<file path="config.mk">
export PLATFORM = sky130hd
export DESIGN_NAME = module_gen_pulsos_flat
export DESIGN_NICKNAME = d
export VERILOG_FILES = /design/src/rtl/module_gen_pulsos_if.sv /design/src/rtl/module_gen_pulsos.sv /design/src/flat_wrapper.sv
export SDC_FILE = /design/constraint.sdc
export NUM_CORES = 1
export LEC_CHECK = 0
export BUFFER_PORTS_ARGS = -buffer_cell sky130_fd_sc_hd__buf_2
export CORE_UTILIZATION = 40
export DETAILED_ROUTE_END_ITERATION = 7
export PLACE_DENSITY = 0.54
export SKIP_CTS_REPAIR_TIMING = 1
export SYNTH_ARGS = -nofsm -noshare
export SYNTH_HDL_FRONTEND = slang
export SYNTH_SLANG_ARGS = --single-unit
</file>
<file path="constraint.sdc">
create_clock -name clk_pi -period 5.9 [get_ports clk_pi]
set_input_delay 0.59 -clock clk_pi [delete_from_list [all_inputs] [get_ports clk_pi]]
set_output_delay 0.59 -clock clk_pi [all_outputs]
set_load 0.02 [all_outputs]
</file>
<file path="src/rtl/module_gen_pulsos_if.sv">
// Command handshake for the press transmitter: valid/sel/count offered by the master, ready returned.
interface module_gen_pulsos_if;
    logic       cmd_valid_pi;
    logic       cmd_sel_pi;
    logic [2:0] cmd_count_pi;
    logic       cmd_ready_po;

    modport master (
        output cmd_valid_pi,
        output cmd_sel_pi,
        output cmd_count_pi,
        input  cmd_ready_po
    );

    modport slave (
        input  cmd_valid_pi,
        input  cmd_sel_pi,
        input  cmd_count_pi,
        output cmd_ready_po
    );
endinterface

</file>
<file path="src/rtl/module_gen_pulsos.sv">
// Press transmitter: emits cmd_count presses of PULSE_CYC cycles on p1/p2, each followed by GAP_CYC low cycles.
// Optional GEN_PULSOS_ABORT_EN adds abort_pi to cut the command short through a final gap and DONE.
module module_gen_pulsos #(
    parameter int unsigned PULSE_CYC = 11,
    parameter int unsigned GAP_CYC   = 12800
) (
    input  logic                clk_pi,
    input  logic                rst_n_pi,
`ifdef GEN_PULSOS_ABORT_EN
    input  logic                abort_pi,
`endif
    module_gen_pulsos_if.slave  cmd,
    output logic                p1_po,
    output logic                p2_po,
    output logic                busy_po,
    output logic                done_po
);

    localparam int unsigned MAX_CYC = (PULSE_CYC > GAP_CYC) ? PULSE_CYC : GAP_CYC;
    localparam int unsigned CNT_W   = (MAX_CYC > 1) ? $clog2(MAX_CYC) : 1;

    typedef enum logic [1:0] {IDLE, PRESS, GAP, DONE} state_t;

    state_t             state_q, state_d;
    logic [CNT_W-1:0]   cnt_q, cnt_d;
    logic               sel_q, sel_d;
    logic [2:0]         rem_q, rem_d;
    logic               p1_q, p1_d, p2_q, p2_d;
    logic               busy_q, busy_d, done_q, done_d, ready_q, ready_d;
    logic               abort;
    logic [2:0]         rem_eff;

`ifdef GEN_PULSOS_ABORT_EN
    assign abort = abort_pi;
`else
    assign abort = 1'b0;
`endif

    always_ff @(posedge clk_pi) begin
        if (!rst_n_pi) begin
            state_q <= IDLE;
            cnt_q   <= '0;
            sel_q   <= 1'b0;
            rem_q   <= '0;
            p1_q    <= 1'b0;
            p2_q    <= 1'b0;
            busy_q  <= 1'b0;
            done_q  <= 1'b0;
            ready_q <= 1'b1;
        end else begin
            state_q <= state_d;
            cnt_q   <= cnt_d;
            sel_q   <= sel_d;
            rem_q   <= rem_d;
            p1_q    <= p1_d;
            p2_q    <= p2_d;
            busy_q  <= busy_d;
            done_q  <= done_d;
            ready_q <= ready_d;
        end
    end

    always_comb begin
        state_d = state_q;
        cnt_d   = cnt_q;
        sel_d   = sel_q;
        rem_d   = rem_q;
        rem_eff = abort ? 3'd0 : rem_q;

        case (state_q)
            IDLE: begin
                if (cmd.cmd_valid_pi) begin
                    sel_d = cmd.cmd_sel_pi;
                    rem_d = cmd.cmd_count_pi;
                    if (cmd.cmd_count_pi != 3'd0) begin
                        state_d = PRESS;
                        cnt_d   = CNT_W'(PULSE_CYC - 1);
                    end else begin
                        state_d = DONE;
                        cnt_d   = '0;
                    end
                end
            end
            PRESS: begin
                // Counter holds cycles remaining minus one, so zero marks the last cycle of the state.
                if (abort) begin
                    state_d = GAP;
                    cnt_d   = CNT_W'(GAP_CYC - 1);
                    rem_d   = '0;
                end else if (cnt_q == '0) begin
                    state_d = GAP;
                    cnt_d   = CNT_W'(GAP_CYC - 1);
                    rem_d   = rem_q - 3'd1;
                end else begin
                    cnt_d = cnt_q - 1'b1;
                end
            end
            GAP: begin
                rem_d = rem_eff;
                if (cnt_q == '0) begin
                    if (rem_eff != 3'd0) begin
                        state_d = PRESS;
                        cnt_d   = CNT_W'(PULSE_CYC - 1);
                    end else begin
                        state_d = DONE;
                        cnt_d   = '0;
                    end
                end else begin
                    cnt_d = cnt_q - 1'b1;
                end
            end
            DONE: begin
                state_d = IDLE;
                cnt_d   = '0;
            end
            default: begin
                state_d = IDLE;
                cnt_d   = '0;
            end
        endcase

        // Outputs are decoded from the next state and registered, so they change exactly with the state.
        p1_d    = (state_d == PRESS) && !sel_d;
        p2_d    = (state_d == PRESS) && sel_d;
        busy_d  = (state_d != IDLE);
        done_d  = (state_d == DONE);
        ready_d = (state_d == IDLE);
    end

    assign p1_po            = p1_q;
    assign p2_po            = p2_q;
    assign busy_po          = busy_q;
    assign done_po          = done_q;
    assign cmd.cmd_ready_po = ready_q;

endmodule

</file>
<file path="src/flat_wrapper.sv">
// flat-port wrapper written by rule: the top's interface ports become plain ports
module module_gen_pulsos_flat 
#(
    parameter int unsigned PULSE_CYC = 11,
    parameter int unsigned GAP_CYC   = 12800
)
  (clk_pi, rst_n_pi, p1_po, p2_po, busy_po, done_po, cmd_cmd_valid_pi, cmd_cmd_sel_pi, cmd_cmd_count_pi, cmd_cmd_ready_po);
  module_gen_pulsos_if cmd_i ();
  input  logic clk_pi;
  input  logic rst_n_pi;
  output logic p1_po;
  output logic p2_po;
  output logic busy_po;
  output logic done_po;
  input wire logic [$bits(cmd_i.cmd_valid_pi)-1:0] cmd_cmd_valid_pi;
  input wire logic [$bits(cmd_i.cmd_sel_pi)-1:0] cmd_cmd_sel_pi;
  input wire logic [$bits(cmd_i.cmd_count_pi)-1:0] cmd_cmd_count_pi;
  output wire logic [$bits(cmd_i.cmd_ready_po)-1:0] cmd_cmd_ready_po;
  assign cmd_i.cmd_valid_pi = cmd_cmd_valid_pi;
  assign cmd_i.cmd_sel_pi = cmd_cmd_sel_pi;
  assign cmd_i.cmd_count_pi = cmd_cmd_count_pi;
  assign cmd_cmd_ready_po = cmd_i.cmd_ready_po;
  module_gen_pulsos #(.PULSE_CYC(PULSE_CYC), .GAP_CYC(GAP_CYC)) u_core (.clk_pi(clk_pi), .rst_n_pi(rst_n_pi), .cmd(cmd_i), .p1_po(p1_po), .p2_po(p2_po), .busy_po(busy_po), .done_po(done_po));
endmodule
</file>
# Word level (Yosys, flattened, before mapping)
# Index checks and enable logic that the tools add are counted.
[totals] out_inout_bits=5 in_bits=7 regBits=25 elab_cells=46
[classes] mux=17 reduce_logical=11 add_sub_neg=2 n_eq_ne=7
[op_table] cell="$pmux 14 s4" n=1
[op_table] cell="$mux 14" n=3
[op_table] cell="$logic_not 14->1" n=1
[op_table] cell="$sub 14x1->14 const B" n=1
[op_table] cell="$mux 2" n=5
[op_table] cell="$mux 4" n=2
[op_table] cell="$pmux 2 s4" n=1
[op_table] cell="$eq 2x2->1 const B" n=3
[op_table] cell="$mux 3" n=2
[op_table] cell="$pmux 3 s2" n=1
[op_table] cell="$reduce_bool 3->1" n=2
[op_table] cell="$eq 2x1->1 const B" n=2
[op_table] cell="$logic_not 2->1" n=2
[op_table] cell="$reduce_bool 2->1" n=2
[op_table] cell="$reduce_and 3->1" n=1
[op_table] cell="$sub 3x1->3 const B" n=1
[op_table] cell="$logic_and 1x1->1" n=2
[op_table] cell="$mux 1" n=2
[op_table] cell="$ne 2x1->1 const B" n=1
[op_table] cell="$ne 2x2->1 const B" n=1
[op_table] cell="$logic_not 1->1" n=1

# Depth between registers and ports, before layout
[depth] word_depth=6 depth_mapped=8 mapped_depth_nobuf=7

# Worst setup path before layout
# OpenSTA, ideal clock, no wires.
[synth_timing] path_kind="register to register" startpoint="register u_core.cnt_q[0]" endpoint="register u_core.done_q (netlist: u_core.done_po)" stages_incl_launch_ff=8 t_arrival_ns=1.945 t_required_ns=5.785 synth_period_minus_slack_ns=2.060 n_path_buf=0 setup_ns=0.115 slack_ns=3.840 cell_sequence="dfxtp_1 > inv_1 > ha_1 > or4b_2 > nor4_4 > mux2i_1 > inv_1 > and2_1"
[synth_via] elab_chain_cells=4 elab_cells_between_ends=5 classes_between="eq/ne (1); mux (3); reduce/logical (1)"
[synth_lines] element="from (decl)" line="module_gen_pulsos.sv:25" rtl="logic [CNT_W-1:0] cnt_q, cnt_d;"
[synth_lines] element="from (signal assigned)" line="module_gen_pulsos.sv:52" rtl="cnt_q <= cnt_d;"
[synth_lines] element="$logic_not 14->1 (*)" line="module_gen_pulsos.sv:90, module_gen_pulsos.sv:100"
[synth_lines] element="$mux 2 (on tied branches)" line="module_gen_pulsos.sv:100, module_gen_pulsos.sv:90"
[synth_lines] element="$pmux 2 s4 (*)" line="module_gen_pulsos.sv:70" rtl="case (state_q)"
[synth_lines] element="$eq 2x2->1 (*)" line="module_gen_pulsos.sv:126" rtl="done_d = (state_d == DONE);"
[synth_lines] element="to (signal assigned)" line="module_gen_pulsos.sv:58" rtl="done_q <= done_d;"
[synth_lines] element="to (decl)" line="module_gen_pulsos.sv:29" rtl="logic busy_q, busy_d, done_q, done_d, ready_q, ready_d;"
# Every way passes the cells marked *; elsewhere a longest branch is shown, timed or not.
# A chain may end at the register's enable or synchronous reset.

# Final worst setup path
[layout_timing] startpoint="register u_core.cnt_q[2]" endpoint="register u_core.rem_q[0] (netlist: u_core.rem_eff[0])"
[layout_via] elab_chain_cells=3
[layout_lines] element="$logic_not 14->1" line="module_gen_pulsos.sv:90" rtl="end else if (cnt_q == '0) begin"
[layout_lines] element="$ne 2x1->1 (no source line)"
[layout_lines] element="$reduce_and 3->1 (no source line)"
[layout_lines] element="to (signal assigned)" line="module_gen_pulsos.sv:54" rtl="rem_q <= rem_d;"
[layout_lines] element="to (decl)" line="module_gen_pulsos.sv:27" rtl="logic [2:0] rem_q, rem_d;"
# Every way passes these cells.

==> results.md <==
* Outcome: finished, final reports clean
* Fmax at just under 400 MHz
* DPL Wire Length at 2800 um
* Routed Wire Length at between 3000 and 4000 um
* Gr ovfl total at 0
* DR vias/cell at 5.86
* Tightest Pin Transition at ~1100 ps
* Asr flop ratio synth at 0%
* Final Non-Filler Cells at 251
* Starting DRT DRC Count at 66
* TritonRoute pass-1 iters at 4
* # setup viols final at 0
* Synthesized cell area at between 0.0015 and 0.002 sq mm
* Via count at 1470
* Global Route met2 Usage at 32.4%
* Cell count after placement at ~250
* Mapped Cells at 201
* CTS root buffer: clkbuf_8
* Layout cells sized above 1 at about an eighth
* RSZ-0062 raised after global routing: no
* Cell Rows at 22
* CP arrival at about 2700 ps
* Crit start category: flip-flop
* Fin area at between 0.0015 and 0.002 sq mm
* Hold Crit Class: flip-flop to flip-flop
* Port bufs at 11
* GR Util All Layers at 18.9%
* Fin crit period at 2540 ps
* Worst-path clk slew at ~90 ps
* CTS sink count at 25
* Routed Antenna Nets at 0
* Seq/Total Area, Yosys at roughly a third
* CP max stage delay at 720 ps
* Nets at about 220
* Clk_skew at 3.64 ps
* Net Count, Synth at around 210
* Starting Density at between 40% and 50%
* First-pass GRT wire length at 6180 um
* Largest net degree at the start of global routing at 25
* Worst Setup Path Type: flip-flop to flip-flop
* CTS tree: done
* Core area at about 0.0037 sq mm
* Post-route DRC at 0
* Critical path, cell by cell: or4_1, nor4_4, a31oi_2, o31a_1, o21a_1
* Total Die Area at between 0.004 and 0.005 sq mm
* Placed cell area at between 0.0015 and 0.002 sq mm
* Clk_lat worst skew at between 200 and 300 ps
* Final Hold Viols at 0
* Relative slew slack at 27.4%
* Bufs on Longest Clock Path at 2
* Area growth from synthesis to layout at 5.73%
* # diodes at 0
* Post-synth EDFFs at 0
* M3 GR Usage at 3.82%
* Met1 Track Usage GR at about a quarter
* Critical-path top delay cell: or4_1
* CTS buffer count at 3
* Yosys cell types at between 50 and 60
* Placer Congestion at 0.843
* Routed wire per std cell at 15.2 um
* H-tree levels at 1
* CP Capture Type: flip-flop
* Gr busiest metal: met2
* CP required at 6070 ps
* Synth warn at 0
* Chip height at 65.2 um
* Crit-path max FO at 15
* Synthesized area per cell at 7.94 sq um
* Max_cap viols at 0
* DIE WIDTH at 65.2 um
* Vias in the first global route at roughly 1300
* Post-synthesis register bit count at 25
* Initial antenna violation count at 0
* Period utilisation layout at a little over two fifths
* Ys flop type: dfxtp_1
* Ports at 12
* Final Max Tran Viols at 0
* Setup TNS at 0 ps
## worst paths after layout
check / startpoint / endpoint / slack, ps / depth (start not counted)
setup / recovery: u_core.cnt_q[2]$_SDFFE_PN0P_ / u_core.rem_eff[0]$_SDFFE_PN0P_ / 3360 / 5
hold / removal: u_core.cnt_q[13]$_SDFFE_PN0P_ / u_core.cnt_q[13]$_SDFFE_PN0P_ / 520 / 2
setup reg to reg: u_core.cnt_q[2]$_SDFFE_PN0P_ / u_core.rem_eff[0]$_SDFFE_PN0P_ / 3360 / 5
hold reg to reg: u_core.cnt_q[13]$_SDFFE_PN0P_ / u_core.cnt_q[13]$_SDFFE_PN0P_ / 520 / 2
## registers in the layout, summed over array words and instances, names as in the netlist
signal                   count
u_core.cnt_q                14
u_core.rem_eff               3
u_core.state_q               2
u_core.busy_po               1
u_core.cmd.cmd_ready_po      1
u_core.done_po               1
u_core.p1_po                 1
u_core.p2_po                 1
u_core.sel_q                 1
## layout by cell type (no fill, tap or decap), drive strengths merged, types with 5 or more instances in the layout
cell type	Yosys	final
a21oi	9	9
a31oi	5	5
buf	5	11
dfxtp	25	25
inv	10	10
nand2	14	14
nand3	7	7
nor2	20	20
nor2b	7	7
nor4	6	6
o21ai	13	13
o31ai	5	5
or3	5	5
## kinds of logic (layout without fill, tap and decap cells)
logic type | count (synthesis) | after routing | synth area share, %
AO/OA/AOI/OAI | 56 | 56 | 24.0
adder cells (fa/ha/maj) | 4 | 4 | 3.14
XOR/XNOR | 1 | 1 | 0.549
buffers and inverters | 23 | 25 | 6.75
AND/OR/NAND/NOR | 89 | 89 | 32.3
flip-flops | 25 | 25 | 31.4
multiplexers | 3 | 3 | 1.88
## worst max-delay path: cells and delay by family, from the launching register on
family | cells | cell delay (ps)
flops | 1 | 350
compound gates | 3 | 720
simple gates | 2 | 1360
## per-stage QoR
stage / util [%] / setup WS [ps] / hold slack, ps
2_1_floorplan: - / 3840 / 465
3_3_place_gp: 43.8 / 3420 / 487
3_5_place_dp: 43.8 / 3400 / 496
4_1_cts: 45.1 / 3370 / 512
5_1_grt: 45.1 / 3220 / 538
6_report: 45.1 / 3360 / 518
## routing by layer
metal / part of all wire, % / wire (um)
met5: 0 / 0
met4: 0.60 / 23
met3: 4.3 / 165
met2: 48 / 1830
met1: 47 / 1790
## cells in the mapped netlist (3+ instances only)
cell      instances  area [sq um]
dfxtp_1          25           500
nor2_1           20          75.1
nand2_1          14          52.6
o21ai_0          12          60.1
inv_1            10          37.5
a21oi_1           9          45.0
clkbuf_1          8          30.0
nand3_1           7          35.0
nor2b_1           7          43.8
o31ai_1           5          37.5
a31oi_1           4          25.0
and2_1            4          25.0
ha_1              4          50.1
nand2b_1          4          25.0
nand4_1           4          25.0
nor4_1            4          25.0
o211ai_1          4          30.0
or3_1             4          25.0
mux2i_1           3          30.0
nor3_1            3          15.0
nor3b_1           3          22.5
o21a_1            3          22.5
o22ai_1           3          18.8
## cell type report
cell class	count	area, sq um
Tap cell	48	60.1
Multi-Input combinational cell	153	987
Sequential cell	25	500
Inverter	10	37.5
Timing Repair Buffer	11	55.1
Clock buffer	3	41.3
Fill cell	411	2060
Clock inverter	1	5.00
Power is left out: the tool's default activity adds up to more than one toggle a clock period on the data nets, which glitch-free logic cannot reach.
